`src/rtl/tlights_pkg.sv`:
```
// tlights_pkg: shared phase/error types and rag bus patterns for the traffic-light controller, monitor and benches
package tlights_pkg;
  typedef enum logic [1:0] {PH_R, PH_RA, PH_G, PH_A} tl_phase_t;
  typedef enum logic [1:0] {ERR_NONE, ERR_ILLEGAL, ERR_ORDER, ERR_DWELL} tl_err_t;
  typedef enum logic {ST_SYNC, ST_LOCK} tl_state_t;
  localparam logic [2:0] RAG_R  = 3'b100;
  localparam logic [2:0] RAG_RA = 3'b110;
  localparam logic [2:0] RAG_G  = 3'b001;
  localparam logic [2:0] RAG_A  = 3'b010;
  function automatic tl_phase_t next_phase(input tl_phase_t p);
    logic [1:0] v;
    v = p;
    v = v + 2'd1;
    return tl_phase_t'(v);
  endfunction
endpackage

```
`src/rtl/tlights_decode.sv`:
```
// tlights_decode: combinational rag pattern -> {legal, phase}
module tlights_decode
  import tlights_pkg::*;
(
  input  logic [2:0] i_rag,
  output logic       o_legal,
  output tl_phase_t  o_phase
);
  assign o_legal = (i_rag == RAG_R) || (i_rag == RAG_RA) || (i_rag == RAG_G) || (i_rag == RAG_A);
  assign o_phase = (i_rag == RAG_RA) ? PH_RA : (i_rag == RAG_G) ? PH_G : (i_rag == RAG_A) ? PH_A : PH_R;
endmodule

```
`src/rtl/tlights_monitor.sv`:
```
// tlights_monitor: checks the UK R->RA->G->A->R light sequence, counts cycles, flags errors.
// Define TLIGHTS_MONITOR_DWELL_CHECK_EN to also flag phases held longer than MAX_DWELL samples.
module tlights_monitor
  import tlights_pkg::*;
#(
  parameter int CNT_W     = 8,
  parameter int MAX_DWELL = 16,
  parameter int DWELL_W   = 5
) (
  input  logic             clk,
  input  logic             rst_n,
  input  logic [2:0]       rag,
  output logic [1:0]       phase,
  output logic             in_sync,
  output logic             err,
  output logic             err_sticky,
  output logic [1:0]       err_code,
  output logic [CNT_W-1:0] seq_count
);
  tl_state_t          r_state;
  tl_phase_t          r_phase;
  tl_err_t            r_err_code;
  logic               r_in_sync;
  logic               r_err;
  logic               r_err_sticky;
  logic [CNT_W-1:0]   r_seq_count;
  logic [DWELL_W-1:0] r_dwell;
  logic               w_legal;
  tl_phase_t          w_phase;
  logic               w_same;
  logic               w_next;
  logic               w_dwell_over;
  tl_err_t            w_code;

  tlights_decode u_decode (
    .i_rag   (rag),
    .o_legal (w_legal),
    .o_phase (w_phase)
  );

  assign w_same = w_phase == r_phase;
  assign w_next = w_phase == next_phase(r_phase);
`ifdef TLIGHTS_MONITOR_DWELL_CHECK_EN
  assign w_dwell_over = w_same && (r_dwell == DWELL_W'(MAX_DWELL));
`else
  assign w_dwell_over = 1'b0;
`endif
  // illegal beats every in-lock check; in SYNC only illegal patterns are errors
  assign w_code = !w_legal ? ERR_ILLEGAL :
                  (r_state == ST_SYNC) ? ERR_NONE :
                  w_dwell_over ? ERR_DWELL :
                  (w_same || w_next) ? ERR_NONE : ERR_ORDER;

  always_ff @(posedge clk) begin
    if (!rst_n) begin
      r_state      <= ST_SYNC;
      r_phase      <= PH_R;
      r_in_sync    <= 1'b0;
      r_err        <= 1'b0;
      r_err_sticky <= 1'b0;
      r_err_code   <= ERR_NONE;
      r_seq_count  <= '0;
      r_dwell      <= '0;
    end else begin
      r_err <= 1'b0;
      if (w_code != ERR_NONE) begin
        r_err        <= 1'b1;
        r_err_sticky <= 1'b1;
        r_err_code   <= w_code;
        r_state      <= ST_SYNC;
        r_in_sync    <= 1'b0;
      end else if (r_state == ST_SYNC) begin
        if (w_phase == PH_R) begin
          r_state   <= ST_LOCK;
          r_phase   <= PH_R;
          r_in_sync <= 1'b1;
          r_dwell   <= DWELL_W'(1);
        end
      end else if (w_same) begin
        r_dwell <= (&r_dwell) ? r_dwell : r_dwell + 1'b1;
      end else begin
        r_phase <= w_phase;
        r_dwell <= DWELL_W'(1);
        if (r_phase == PH_A && !(&r_seq_count))
          r_seq_count <= r_seq_count + 1'b1;
      end
    end
  end

  assign phase      = r_phase;
  assign in_sync    = r_in_sync;
  assign err        = r_err;
  assign err_sticky = r_err_sticky;
  assign err_code   = r_err_code;
  assign seq_count  = r_seq_count;
endmodule

```
`config.mk`:
```
export PLATFORM = sky130hd
export DESIGN_NAME = tlights_monitor
export DESIGN_NICKNAME = d
export VERILOG_FILES = /design/src/rtl/tlights_pkg.sv /design/src/rtl/tlights_decode.sv /design/src/rtl/tlights_monitor.sv
export SDC_FILE = /design/constraint.sdc
export NUM_CORES = 1
export LEC_CHECK = 0
export ABC_AREA = 1
export ABC_CLOCK_PERIOD_IN_PS = 2650
export CAP_MARGIN = 15
export CORE_ASPECT_RATIO = 1.25
export CORE_MARGIN = 4
export CORE_UTILIZATION = 53
export DETAILED_ROUTE_END_ITERATION = 7
export PLACE_DENSITY_LB_ADDON = 0.05
export REMOVE_ABC_BUFFERS = 1
export SLEW_MARGIN = 20
export SYNTH_ARGS = -nofsm -noshare
export SYNTH_HDL_FRONTEND = slang
export SYNTH_SLANG_ARGS = --single-unit
```
`constraint.sdc`:
```
create_clock -name clk -period 2.65 [get_ports clk]
set_input_delay 0.3975 -clock clk [delete_from_list [all_inputs] [get_ports clk]]
set_output_delay 0.3975 -clock clk [all_outputs]
set_load 0.05 [all_outputs]
```
==> key figures <==
Outcome
  • Status: finished, final reports clean

Route
  • Drt first pass iters: 4
  • Post-route ant nets: 0
  • Final WL: ~2000 µm
  • Routed length per instance: approximately 11 µm
  • Number of DRC markers in iteration 0: 11
  • Via-to-Cell Ratio: 5.10
  • DR vias: ~920
  • DRC: 0

STA
  • Peak Freq: 515 MHz
  • Final setup viols: 0
  • Fin Setup TNS: 0 ps
  • Clock skew: 7.18 ps
  • Worst-Margin Slew: 541 ps
  • Final hold viol count: 0
  • Max Slew Vio Count: 0
  • Final Cycle Share: 73.2%
  • Relative slew slack: around 64%
  • Tmin final: 1940 ps
  • RSZ-0062 raised after global routing: false

Clock network
  • Post CTS Setup Buffer Count: 0
  • Clock Latency Late Sink: 280 ps
  • Clock Tree Buf Depth: 2
  • Clock Pin Slew Worst Setup and Hold Paths: 90 ps
  • Root buffer cell: clkbuf_4
  • Num Clock Sinks: 16
  • Post-CTS resize count: 0
  • TritonCTS clock tree: built
  • Hold buffers post-CTS: 0
  • Htree depth: 1
  • TritonCTS Buffers: 3

Pwr
  • Sequential power share: between 40% and 50%
  • Leak pwr: between 0.5 and 0.6 nW
  • Comb power frac: 24.9%
  • Clk pwr share: 29.0%
  • PD cells: approximately 470 nW/µm²
  • Net Switching: 0.000181 W
  • Max VDD drop: 0.000556 V
  • Switching Fraction: between 30% and 40%
  • Cell-internal power: 0.000381 W

Yosys
  • Share of the synthesized area in the top cell type: ~34%
  • Yosys Warn Count: 0
  • Synthesized instance count: 140
  • Top post-synthesis cells by area: dfxtp_1 (34%), nand2_1 (12%), inv_1 (11%)
  • Mean post-synth cell area: around 6.8 µm²
  • Top cell types by occurrence after synthesis: nand2_1 (30), inv_1 (27), nor2_1 (22)
  • Synth Register Bits: 16
  • Post-synth EDFFs: 0
  • Post-synthesis sequential area ratio: 33.8%
  • Yosys top cell by area: dfxtp_1
  • Asr flop ratio synth: 0%
  • Top FF cell, synth: dfxtp_1
  • Post-synth cell types: 21
  • Top-count cell post-synth: nand2_1
  • Post-Syn Area: about 950 µm²

Placed design
  • Port buffer count: 19
  • Post-Place Cells: 176
  • RD Place Congestion: 0.884
  • Dpl hpwl: 1550 µm

Layout
  • Final Non-Filler Cells: 180
  • # fillers: around 140
  • Final Core Density: 73.6%
  • Layout cells sized above 1: about an eighth
  • Area growth syn-to-layout: 25.9%
  • Ant. Diodes: 0
  • NumNets Final: 170

Flow run
  • Max cap viols: 0

GRT
  • Vias in the first global route: ~900
  • Total track usage: 18.3%
  • Initial antenna violation count: 0
  • Congestion Overflow GR: 0
  • Largest net degree at the start of global routing: 12
  • First-pass GRT wire length: 3690 µm

Worst setup path
  • CP endpoint kind: output pin
  • CP required: roughly 2300 ps
  • Worst Path Buf+Inv: 1
  • CP cell instances: clkdlybuf4s50_1
  • Startpoint types: register
  • CP Class: reg2out
  • Worst path slowest cell: clkdlybuf4s50_1
  • CP max FO: 4
  • Worst path arrival time: 1540 ps
  • Slowest stage delay, CP: 840 ps
  • Crit path max-delay family: buffers and inverters

Die
  • Die H: 55.3 µm
  • # rows: 16
  • Die footprint: 2530 µm²
  • Num ports: 20
  • Starting Density: 58.5%
  • Die Wd: approximately 46 µm
  • Core Region: 1620 µm²

Min path
  • Worst min path class: reg2reg
cell type report:
type	count	area (µm²)	area share (%)
timing repair buffer	19	190	15.9
multi-input combinational	93	512	42.9
clock buffer	4	36.3	3.04
tap	18	22.5	1.89
sequential	16	320	26.8
inverter	30	113	9.43
state kept, by name, summed over array words and instances (netlist names):
signal      flops
err             1
err_code        2
err_sticky      1
in_sync         1
phase           2
r_state         1
seq_count       8
cell families after synthesis:
| logic type | after synthesis | synth area share (%) |
|---|---|---|
| buffers and inverters | 31 | 12.3 |
| AO/OA/AOI/OAI | 10 | 7.78 |
| AND/OR/NAND/NOR | 81 | 43.5 |
| adder cells (fa/ha/maj) | 2 | 2.64 |
| flip-flops | 16 | 33.8 |
power groups by stage:
stage | logic [W] | registers, W | clock network, W
after global routing | 0.000155 | 0.000261 | 0.000181
after CTS | 0.000141 | 0.000259 | 0.000169
after detailed placement | 0.000140 | 0.000265 | 0
after floorplan | 0.0000696 | 0.000295 | 0
after global placement | 0.000136 | 0.000265 | 0
final | 0.000140 | 0.000260 | 0.000163
per-stage QoR:
stage / hold WS [ps] / power (W) / cell area [µm²] / worst slack, ps
2_1_floorplan: 518 / 0.000365 / 945 / 868
3_3_place_gp: 442 / 0.000401 / 1160 / 544
3_5_place_dp: 442 / 0.000405 / 1160 / 465
4_1_cts: 460 / 0.000569 / 1190 / 715
5_1_grt: 484 / 0.000597 / 1190 / 622
6_report: 456 / 0.000563 / 1190 / 709
final timing paths:
kind                                 end  cells after the start  slack, ps      from
worst max register to register  phase[1]                     11       1080  phase[1]
worst min register to register   in_sync                      2        460   in_sync
worst min-delay path             in_sync                      2        460   in_sync
worst max-delay path            phase[1]                      1        710  phase[1]
layout by cell type, fill, tap and decap left out, drive strengths merged:
cell,instances
nand3b,2
inv,30
clkdlybuf4s50,19
nand2,35
o211ai,1
nor2,22
a211oi,1
a21oi,3
o2111ai,1
ha,2
clkbuf,4
dfxtp,16
nand3,12
o21bai,4
nand4,8
nor3,2
metal layers:
metal | vias up | global-route usage [%] | part of all wire [%]
met5 | - | 0 | 0
met3 | 2 | 3.57 | 3.7
met4 | 0 | 6.50 | 0.70
met1 | 414 | 22.7 | 42
met2 | 18 | 30.3 | 53
li1 | 484 | - | -
Note: power is estimated with default switching activity, not from simulation.
